### src/rtl/snn_pkg.sv
// Shared spiking-network types and widths used by recurrent_layer and its readout stages.
package snn_pkg;
  localparam int N_NEURON = 4;
  localparam int V_W      = 8;
  localparam int W_W      = 8;
  localparam int CNT_W    = 5;

  typedef enum logic {
    IDLE  = 1'b0,
    ACCUM = 1'b1
  } dec_state_t;

  function automatic int idx_width(input int n);
    return (n > 1) ? $clog2(n) : 1;
  endfunction
endpackage

### src/rtl/spike_argmax.sv
// Combinational winner pick: highest count among active lanes, lowest index on ties.
module spike_argmax #(
  parameter int N     = 4,
  parameter int CNT_W = 5,
  parameter int ID_W  = 2
) (
  input  logic [N*CNT_W-1:0] i_counts,
  input  logic [N-1:0]       i_active,
  output logic [ID_W-1:0]    o_winner_id,
  output logic               o_winner_valid
);
  logic [CNT_W-1:0] w_best;
  logic             w_found;

  // Strict greater-than keeps the earliest lane on equal counts.
  always_comb begin
    w_best  = '0;
    w_found = 1'b0;
    o_winner_id = '0;
    for (int i = 0; i < N; i++) begin
      if (i_active[i] && (!w_found || i_counts[i*CNT_W +: CNT_W] > w_best)) begin
        w_best      = i_counts[i*CNT_W +: CNT_W];
        w_found     = 1'b1;
        o_winner_id = ID_W'(i);
      end
    end
    o_winner_valid = w_found;
  end
endmodule

### src/rtl/spike_window_decoder.sv
// Windowed spike counter for recurrent_layer output: per-lane saturating counts,
// threshold mask and winner presented on valid/ready, with sticky overrun on dropped results.
module spike_window_decoder
  import snn_pkg::*;
#(
  parameter int N_NEURON = snn_pkg::N_NEURON,
  parameter int WIN_LEN  = 16,
  parameter int CNT_W    = snn_pkg::CNT_W,
  parameter int FIRE_TH  = 4,
  parameter int ID_W     = snn_pkg::idx_width(N_NEURON),
  parameter int PW       = $clog2(WIN_LEN)
) (
  input  logic                      clk,
  input  logic                      rst,
  input  logic [N_NEURON-1:0]       spike_in,
  input  logic                      enable,
  input  logic                      clear,
  input  logic                      out_ready,
  output logic                      out_valid,
  output logic [N_NEURON*CNT_W-1:0] spike_count,
  output logic [N_NEURON-1:0]       active_mask,
  output logic [ID_W-1:0]           winner_id,
  output logic                      winner_valid,
  output logic [PW-1:0]             win_pos,
  output logic                      overrun
);
  localparam logic [CNT_W-1:0] CNT_MAX = '1;

  dec_state_t                r_state, w_state_nxt;
  logic                      w_sample, w_close;
  logic [CNT_W-1:0]          r_cnt     [N_NEURON];
  logic [CNT_W-1:0]          w_cnt_inc [N_NEURON];
  logic [N_NEURON*CNT_W-1:0] w_cnt_flat;
  logic [N_NEURON-1:0]       w_active;
  logic [PW-1:0]             r_win_pos;
  logic [ID_W-1:0]           w_win_id;
  logic                      w_win_vld;
  logic                      r_out_valid, r_overrun, r_winner_valid;
  logic [N_NEURON*CNT_W-1:0] r_spike_count;
  logic [N_NEURON-1:0]       r_active_mask;
  logic [ID_W-1:0]           r_winner_id;

  always_comb begin
    w_state_nxt = r_state;
    w_sample    = 1'b0;
    case (r_state)
      IDLE: if (enable) begin
        w_state_nxt = ACCUM;
        w_sample    = 1'b1;
      end
      ACCUM: if (enable) w_sample = 1'b1;
             else        w_state_nxt = IDLE;
      default: w_state_nxt = IDLE;
    endcase
  end

  always_ff @(posedge clk or posedge rst) begin
    if (rst) r_state <= IDLE;
    else     r_state <= w_state_nxt;
  end

  // Incremented view includes this cycle's sample so a closing window counts it.
  always_comb begin
    w_cnt_flat = '0;
    w_active   = '0;
    for (int i = 0; i < N_NEURON; i++) begin
      w_cnt_inc[i] = (spike_in[i] && r_cnt[i] != CNT_MAX) ? r_cnt[i] + CNT_W'(1) : r_cnt[i];
      w_cnt_flat[i*CNT_W +: CNT_W] = w_cnt_inc[i];
      w_active[i] = (w_cnt_inc[i] >= CNT_W'(FIRE_TH));
    end
  end

  assign w_close = w_sample && !clear && (r_win_pos == PW'(WIN_LEN - 1));

  spike_argmax #(.N(N_NEURON), .CNT_W(CNT_W), .ID_W(ID_W)) u_argmax (
    .i_counts       (w_cnt_flat),
    .i_active       (w_active),
    .o_winner_id    (w_win_id),
    .o_winner_valid (w_win_vld)
  );

  always_ff @(posedge clk or posedge rst) begin
    if (rst) begin
      r_win_pos <= '0;
      for (int i = 0; i < N_NEURON; i++) r_cnt[i] <= '0;
    end else if (clear || w_close) begin
      r_win_pos <= '0;
      for (int i = 0; i < N_NEURON; i++) r_cnt[i] <= '0;
    end else if (w_sample) begin
      r_win_pos <= r_win_pos + PW'(1);
      for (int i = 0; i < N_NEURON; i++) r_cnt[i] <= w_cnt_inc[i];
    end
  end

  always_ff @(posedge clk or posedge rst) begin
    if (rst) begin
      r_out_valid    <= 1'b0;
      r_overrun      <= 1'b0;
      r_spike_count  <= '0;
      r_active_mask  <= '0;
      r_winner_id    <= '0;
      r_winner_valid <= 1'b0;
    end else begin
      if (w_close) begin
        r_out_valid    <= 1'b1;
        r_spike_count  <= w_cnt_flat;
        r_active_mask  <= w_active;
        r_winner_id    <= w_win_id;
        r_winner_valid <= w_win_vld;
      end else if (r_out_valid && out_ready) begin
        r_out_valid <= 1'b0;
      end
      if (clear)                                       r_overrun <= 1'b0;
      else if (w_close && r_out_valid && !out_ready)   r_overrun <= 1'b1;
    end
  end

  assign out_valid    = r_out_valid;
  assign spike_count  = r_spike_count;
  assign active_mask  = r_active_mask;
  assign winner_id    = r_winner_id;
  assign winner_valid = r_winner_valid;
  assign win_pos      = r_win_pos;
  assign overrun      = r_overrun;
endmodule

### config.mk
export PLATFORM = sky130hd
export DESIGN_NAME = spike_window_decoder
export DESIGN_NICKNAME = d
export VERILOG_FILES = /design/src/rtl/snn_pkg.sv /design/src/rtl/spike_argmax.sv /design/src/rtl/spike_window_decoder.sv
export SDC_FILE = /design/constraint.sdc
export NUM_CORES = 1
export LEC_CHECK = 0
export CORE_MARGIN = 3
export CORE_UTILIZATION = 45
export CTS_CLUSTER_SIZE = 12
export DETAILED_ROUTE_END_ITERATION = 10
export PLACE_DENSITY = 0.69
export SYNTH_ARGS = -nofsm -noshare
export SYNTH_HDL_FRONTEND = slang
export SYNTH_SLANG_ARGS = --single-unit
### constraint.sdc
create_clock -name clk -period 9.2 [get_ports clk]
set_clock_uncertainty 0.1 [all_clocks]
set_input_delay 0.92 -clock clk [delete_from_list [all_inputs] [get_ports clk]]
set_output_delay 0.92 -clock clk [all_outputs]
set_load 0.01 [all_outputs]
* Word level (Yosys, flattened, before mapping)
Cells that the tools add are included.
** Word-level totals
- Bits in registers :: 53
- Bits of input ports :: 9
- Output and inout port bits :: 33
- Logic and storage cells :: 75
** Cells by class
- $add $sub $neg :: 5
- $lt $le $gt $ge :: 7
- Eq/ne operators :: 5
- Muxes and demuxes :: 23
- Reduce and logical (&&, ||, !) cells :: 24
** Operator list (count)
- $mux W20 :: 2
- $mux W5 :: 7
- $add A5 B1 Y5 const B :: 4
- $ge A5 B3 Y1 const B :: 4
- $ne A5 B5 Y1 const B :: 4
- $gt A5 B5 Y1 :: 3
- $logic_and A1 B1 Y1 :: 12
- $mux W1 :: 10
- $mux W4 :: 2
- $reduce_bool A2 Y1 :: 3
- $logic_not A1 Y1 :: 5
- $add A4 B1 Y4 const B :: 1
- $eq A4 B4 Y1 const B :: 1
- $logic_or A1 B1 Y1 :: 4
- $mux W2 :: 2

* Longest topological paths before layout
Gate-level depths: netlist of run 1.
- Depth after elaboration :: 17
- Mapped depth :: 29
- Gate-level depth less buffers :: 27

* By module
From an unflattened synthesis of run 1, not the netlist that was laid out.
** Unflattened totals
- Cells, all modules :: 356
- Area total of the unflattened synthesis :: 3204.3 um^2
** By module, submodules not included
- spike_window_decoder :: instances 1, cells an instance 254, area an instance 2472.4 um^2, seq. area each 1326.3 um^2
- spike_argmax :: instances 1, cells an instance 102, area an instance 732.0 um^2, seq. area each 0.0 um^2

* Worst setup path before layout of run 1
No wires, ideal clock.
- Path kind :: register -> register
- Start :: register r_cnt[15] (netlist bit)
- End :: register r_winner_id[1], in the netlist winner_id[1]
- Arrival time :: 5.872 ns
- Slack :: 3.098 ns
- Stages on the path, launching flop included :: 29
- Buffers on the path :: 1
- Path through :: dfrtp_1 -> ha_1 -> and3_1 -> ha_1 -> nand2b_1 -> or3_4 -> a211oi_4 -> or2_1 -> ha_1 -> nor2b_1 -> o21ai_0 -> a21oi_1 -> o21ai_2 -> mux2_4 -> ha_1 -> a21o_1 -> a21oi_1 -> nor2b_1 -> o32ai_1 -> a21o_1 -> buf_2 -> mux2_4 -> ha_1 -> nor2b_1 -> o21a_1 -> o21ai_0 -> a21oi_1 -> o31ai_1 -> a21oi_1
** On the way
- Longest elaborated chain between the ends :: 17
** RTL lines
- start, declared :: RTL line spike_window_decoder.sv:31 : logic [CNT_W-1:0] r_cnt [N_NEURON];
- parallel branches: the longest is 2 deep, another holds $add A5 B1 Y5
- $mux W5 * :: RTL line spike_window_decoder.sv:67 : w_cnt_inc[i] = (spike_in[i] && r_cnt[i] != CNT_MAX) ? r_cnt[i] + CNT_W'(1) : r_cnt[i];
- $ge A5 B3 Y1 :: RTL line spike_window_decoder.sv:69 : w_active[i] = (w_cnt_inc[i] >= CNT_W'(FIRE_TH));
- $mux W5 / $mux W1 (equally long branches) :: RTL line spike_argmax.sv:21 : if (i_active[i] && (!w_found || i_counts[i*CNT_W +: CNT_W] > w_best)) begin
- $gt A5 B5 Y1 / $logic_not A1 Y1 (equally long branches) :: RTL line spike_argmax.sv:21
- $logic_or A1 B1 Y1 :: RTL line spike_argmax.sv:21
- $logic_and A1 B1 Y1 :: RTL line spike_argmax.sv:21
- $mux W5 / $mux W1 (equally long branches) :: RTL line spike_argmax.sv:21
- $gt A5 B5 Y1 / $logic_not A1 Y1 (equally long branches) :: RTL line spike_argmax.sv:21
- $logic_or A1 B1 Y1 :: RTL line spike_argmax.sv:21
- $logic_and A1 B1 Y1 :: RTL line spike_argmax.sv:21
- $mux W5 / $mux W1 (equally long branches) :: RTL line spike_argmax.sv:21
- $gt A5 B5 Y1 / $logic_not A1 Y1 (equally long branches) :: RTL line spike_argmax.sv:21
- $logic_or A1 B1 Y1 :: RTL line spike_argmax.sv:21
- $logic_and A1 B1 Y1 :: RTL line spike_argmax.sv:21
- $mux W2 * :: RTL line spike_argmax.sv:21
- end signal, assigned :: RTL line spike_window_decoder.sv:108 : r_winner_id <= w_win_id;
- end, declared :: RTL line spike_window_decoder.sv:41 : logic [ID_W-1:0] r_winner_id;
Mark *: on every way between the ends.
A chain may end at the register's enable or synchronous reset.

* Worst setup path in the final report of run 1
- Start :: register r_cnt[15] (netlist bit)
- End :: register r_winner_id[0], in the netlist winner_id[0]
The elaborated chain is that of the path after synthesis.

==> impl_metrics.json, run 1 <==
{
  "status": "finished, final reports clean",
  "core_region_area_sq_mm": 0.00639,
  "gp_congestion": 0.845,
  "final-setup-viol-count": 0,
  "p_leak_nw": 1.77,
  "synthesis.area_sq_mm": 0.00298,
  "first_global_vias": 2238,
  "fp.dieArea_sq_mm": 0.00764,
  "grt_use_total": 0.173,
  "layout_common_cells": "nand2_1, dfrtp_1, clkdlybuf4s50_1",
  "worst_slack_ns": 2.49,
  "synth_edf_count": 0,
  "fp.dieH_microns": 87.4,
  "reg2reg_from": "r_cnt[15]$_DFFE_PP0P_",
  "globalRouteOverflowTotal": 0,
  "rr_worst_depth": 27,
  "power_frac_clock": 0.322,
  "clk_pin_slew_ns": 0.11,
  "cp_common_cell": "ha_1",
  "clock-sinks": 53,
  "fin_setup_tns_ns": 0,
  "p_switching_w": 0.000114,
  "areaGrowthSynthToFinish_pct": 19.0,
  "antenna_found_initial": 0,
  "slowest_delay_ns": 0.46,
  "grt_use_met2": 0.275,
  "relSlewSlack": 0.346,
  "postCtsSetupBuffers": 0,
  "pin_count": 42,
  "dr.first_iter.drc_count": 97,
  "cts_root_buffer": "clkbuf_8",
  "yosys_warnings": 0,
  "dp.cells": 419,
  "drtPass1Iterations": 4,
  "maxCapViolations": 0,
  "critPathMaxFanout": 9,
  "hold_path.class": "reg -> reg",
  "insertion_delay_ns": 0.32,
  "grt_max_degree": 54,
  "cp.arrival_ns": 6.81,
  "synthTopCellsByArea": "dfrtp_1, ha_1, nand2_1",
  "met1_usage": 0.242,
  "initial_core_util": 0.467,
  "met3_usage": 0.0293,
  "cp.required_ns": 9.30,
  "tightest_slew_ns": 0.981,
  "final.min_clock_period_ns": 6.71,
  "portBuffers": 41,
  "cp_num_buf_inv": 0,
  "max_freq_mhz": 149,
  "combPwrFrac": 0.111,
  "drv_slew": 0,
  "vias": 2332,
  "rows": 29,
  "nNetsFinal": 382,
  "start_kind": "flip-flop",
  "nFillCells": 592,
  "rsz0062_at_grt": "false",
  "worstSetupPathType": "reg -> reg",
  "antenna_cells": 0,
  "drive_gt1_frac": 0.0600,
  "crit_family": "compound AO/OA/AOI/OAI gates",
  "synth-async-reset-ratio": 1.00,
  "routed_wl_microns": 5980,
  "synth_top_cell_by_area": "dfrtp_1",
  "synth_top_area_frac": 0.445,
  "drc_errors": 0,
  "ys_seq_area_frac": 0.445,
  "synth_nets": 343,
  "whs_path_depth": 2,
  "hold_violations": 0,
  "htreeDepth": 2,
  "dp_hpwl_microns": 4270,
  "vdd_drop_max_mv": 0.0660,
  "wire_per_inst_microns": 14.0,
  "syn_area_per_cell_sq_um": 9.62,
  "cts_tree": "yes",
  "post-place-ws_ns": 2.30,
  "yosys_register_bits": 53,
  "critPathSlowestCell": "a211oi_4",
  "synth_cells": 310,
  "min-delay-start": "spike_count[18]$_DFFE_PP0P_",
  "power_switching_share": 0.269,
  "cts.repair.resized": 0,
  "p_per_area_mw_per_mm2": 119,
  "p_total_w": 0.000422,
  "whs_endpoint": "spike_count[18]$_DFFE_PP0P_",
  "r2r-end": "winner_id[0]$_DFFE_PP0P_",
  "cts_buffer_depth": 2,
  "instances_no_fill": 427,
  "final_common_cell": "nand2_1",
  "vias_per_cell": 5.46,
  "grt-busiest-layer": "met2",
  "intPower_w": 0.000308,
  "cts_buffers": 5,
  "postRouteAntennaNets": 0,
  "synthFlopType": "dfrtp_1",
  "utilization": 0.555,
  "end_kind": "flip-flop",
  "p_seq_frac": 0.567,
  "r2r_slack_ns": 2.49,
  "fin_crit_sh": 0.729,
  "grt_pass1_wl_microns": 10500,
  "die_w_microns": 87.4,
  "cts_hold_buf": 0,
  "synth.distinct_cells": 45
}
-- cell families (layout without fill, tap and decap cells) --
kind of cell,after synthesis,in the layout,synth area share
AO/OA/AOI/OAI,71,71,0.148
XOR/XNOR,12,12,0.0352
adder cells (fa/ha/maj),24,24,0.101
buffers and inverters,25,65,0.0344
flip-flops,53,53,0.445
multiplexers,16,16,0.0621
AND/OR/NAND/NOR,109,109,0.175
-- flip-flops by register name (all words and copies together), names as in the netlist --
name	count
spike_count	20
winner_id	2
overrun	1
active_mask	4
win_pos	4
out_valid	1
winner_valid	1
r_cnt	20
-- final cells by class --
| type | instances | area (sq um) | area share |
|---|---|---|---|
| timing repair buffer | 43 | 425 | 0.120 |
| multi-input combinational | 232 | 1560 | 0.438 |
| clock inverter | 3 | 22.5 | 0.00635 |
| sequential | 53 | 1330 | 0.374 |
| inverter | 14 | 52.6 | 0.0148 |
| clock buffer | 5 | 68.8 | 0.0194 |
| tap | 77 | 96.3 | 0.0272 |
-- tightest hold or removal path, stage by stage, from the launching register on --
cell,delay [ns]
dfrtp_1,0.35
nand2_1,0.05
nand2_1,0.05
-- per-stage QoR --
stage,hold slack [ns],area (sq um)
2_1_floorplan,0.375,2980
3_3_place_gp,0.358,3460
3_5_place_dp,0.363,3460
4_1_cts,0.388,3550
5_1_grt,0.409,3550
6_report,0.382,3550
-- metal layers --
metal / part of all wire / routed length [microns]
met4: 0.011 / 65
met3: 0.037 / 222
met5: 0 / 0
met1: 0.50 / 2960
met2: 0.46 / 2730
-- power by group through the flow --
stage	clock network (W)	registers (W)	logic [W]
final	0.000136	0.000239	0.0000469
after global routing	0.000151	0.000240	0.0000533
after CTS	0.000140	0.000239	0.0000474
after detailed placement	0	0.000244	0.0000471
after global placement	0	0.000244	0.0000465
after floorplan	0	0.000243	0.0000325
-- worst max path at each step --
stage | startpoint | end | slack, ns | depth (start not counted)
after CTS | r_cnt[15]$_DFFE_PP0P_ | winner_id[0]$_DFFE_PP0P_ | 2.53 | 27
after global placement | spike_in[0] | winner_id[1]$_DFFE_PP0P_ | 2.43 | 25
final | r_cnt[15]$_DFFE_PP0P_ | winner_id[0]$_DFFE_PP0P_ | 2.49 | 27
after global routing | r_cnt[15]$_DFFE_PP0P_ | winner_id[0]$_DFFE_PP0P_ | 1.97 | 27
after floorplan | r_cnt[15]$_DFFE_PP0P_ | winner_id[1]$_DFFE_PP0P_ | 3.10 | 28
after detailed placement | spike_in[0] | winner_id[0]$_DFFE_PP0P_ | 2.30 | 25
-- synth_stat cells (all sizes together), types with 4 or more instances --
master and count:
a21o 5, a21oi 6, a22o 4, and3 4
clkbuf 8, dfrtp 53, ha 24, inv 14
mux2 5, mux2i 11, nand2 54, nand2b 4
nand3 5, nor2 16, nor2b 6, o21ai 41
or3 4, xnor2 5, xor2 7
Power figures use the tool's default switching activity.
==> run 2: changes to the inputs <==
Clock period 9.2 ns to 6.45 ns, I/O delays scaled along.
==> impl_metrics.json, run 2 (same netlist as run 1, synthesis figures left out) <==
{
  "final-setup-viol-count": 0,
  "dp_hpwl_microns": 4510,
  "grt_use_total": 0.172,
  "cts_buffers": 5,
  "nNetsFinal": 391,
  "r2r_slack_ns": 0.30,
  "cp.required_ns": 6.56,
  "fin_crit_sh": 0.954,
  "status": "finished, final reports clean",
  "whs_path_depth": 2,
  "postPlaceCellArea_sq_mm": 0.00352,
  "routed_wl_microns": 6210,
  "cts_buffer_depth": 2,
  "cts_hold_buf": 0,
  "clk_pin_slew_ns": 0.10,
  "r2r-end": "winner_id[1]$_DFFE_PP0P_",
  "clock-sinks": 53,
  "drive_gt1_frac": 0.0919,
  "final_common_cell": "nand2_1",
  "nFillCells": 574,
  "final.min_clock_period_ns": 6.15,
  "initial_core_util": 0.467,
  "cts_tree": "yes",
  "end_kind": "flip-flop",
  "maxCapViolations": 0,
  "htreeDepth": 2,
  "insertion_delay_ns": 0.31,
  "dp.cells": 427,
  "areaGrowthSynthToFinish_pct": 23.3,
  "fp.dieArea_sq_mm": 0.00764,
  "rr_worst_depth": 27,
  "vias": 2337,
  "die_w_microns": 87.4,
  "hold_path.class": "reg -> reg",
  "core_region_area_sq_mm": 0.00639,
  "whs_endpoint": "spike_count[5]$_DFFE_PP0P_",
  "gp_congestion": 0.843,
  "critPathMaxFanout": 5,
  "critPathSlowestCell": "dfrtp_1",
  "layout_common_cells": "nand2_1, dfrtp_1, clkdlybuf4s50_1",
  "start_kind": "flip-flop",
  "drv_slew": 0,
  "p_leak_nw": 1.85,
  "tightest_slew_ns": 0.928,
  "dr.first_iter.drc_count": 95,
  "postRouteAntennaNets": 0,
  "grt_max_degree": 54,
  "worstSetupPathType": "reg -> reg",
  "vdd_drop_max_mv": 0.102,
  "cp_common_cell": "ha_1",
  "vias_per_cell": 5.36,
  "wire_per_inst_microns": 14.2,
  "rows": 29,
  "drtPass1Iterations": 4,
  "crit_family": "compound AO/OA/AOI/OAI gates",
  "reg2reg_from": "r_cnt[15]$_DFFE_PP0P_",
  "antenna_cells": 0,
  "utilization": 0.576,
  "drc_errors": 0,
  "hold_violations": 0,
  "globalRouteOverflowTotal": 0,
  "first_global_vias": 2221,
  "cp_num_buf_inv": 0,
  "grt_pass1_wl_microns": 10400,
  "fp.dieH_microns": 87.4,
  "antenna_found_initial": 0,
  "min-delay-start": "spike_count[5]$_DFFE_PP0P_",
  "p_per_area_mw_per_mm2": 186,
  "pin_count": 42,
  "portBuffers": 41,
  "cts_root_buffer": "clkbuf_8",
  "relSlewSlack": 0.381,
  "instances_no_fill": 436,
  "stdcell_area_sq_mm": 0.00368,
  "slowest_delay_ns": 0.44,
  "max_freq_mhz": 163,
  "cp.arrival_ns": 6.26
}
## run 2: cell count changes in the layout (fill, tap and decap cells not counted)
cell,previous run,this run
a21oi_1,6,5
a21oi_2,0,1
buf_4,2,11
bufinv_16,0,2
clkinvlp_4,3,0
inv_6,0,1
o31ai_1,2,1
o31ai_2,0,1
o32ai_1,1,0
o32ai_2,0,1
## run 2: tightest hold or removal path: cells and delay by family (launching register included)
kind               cells  cell delay [ns]
and+or+nand+nor        1             0.04
AOI/OAI and AO/OA      1             0.06
DFF                    1             0.35
## run 2: timing repair
| action | 4_1_cts | 5_1_grt |
|---|---|---|
| resized for setup | 0 | 3 |
| setup endpoints to repair | 0 | 2 |
| buffers inserted | 0 | 1 |
## run 2: layer usage
metal / wire length (microns) / GRT usage / vias to the layer above
met3: 198 / 0.0341 / 7
li1: - / - / 1170
met1: 3070 / 0.245 / 1116
met2: 2860 / 0.266 / 44
met4: 79 / 0.0446 / 0
met5: 0 / 0 / -
## run 2: stage by stage
stage          hold slack [ns]  setup TNS (ns)  power [W]  setup slack (ns)
2_1_floorplan            0.375               0   0.000394             0.348
6_report                 0.382               0   0.000683             0.298
3_3_place_gp             0.358               0   0.000415             0.332
4_1_cts                  0.389               0   0.000687             0.161
3_5_place_dp             0.364               0   0.000417             0.194
5_1_grt                  0.407       -0.000477   0.000712         -0.000477
## run 2: cell type report
cell class              instances  area (sq um)  area share
repair buffers                 52           493       0.134
well taps                      77          96.3      0.0262
inverters                      14          52.6      0.0143
clock buffers                   5          68.8      0.0187
clock inverters                 3          68.8      0.0187
multi-input cells             232          1570       0.427
flip-flops and latches         53          1330       0.361
## run 2: worst max-delay path by stage
stage	start	endpoint	depth (start not counted)
4_1_cts	r_cnt[15]$_DFFE_PP0P_	winner_id[1]$_DFFE_PP0P_	27
2_1_floorplan	r_cnt[15]$_DFFE_PP0P_	winner_id[1]$_DFFE_PP0P_	28
5_1_grt	r_cnt[15]$_DFFE_PP0P_	winner_id[0]$_DFFE_PP0P_	27
3_3_place_gp	spike_in[0]	winner_id[1]$_DFFE_PP0P_	26
6_report	r_cnt[15]$_DFFE_PP0P_	winner_id[1]$_DFFE_PP0P_	27
3_5_place_dp	spike_in[0]	winner_id[1]$_DFFE_PP0P_	25
## run 2: where the power goes
group / total, W / switching, W / internal (W)
combinational: 0.0000719 / 0.0000421 / 0.0000298
clock: 0.000270 / 0.000114 / 0.000156
sequential: 0.000341 / 0.00000502 / 0.000336
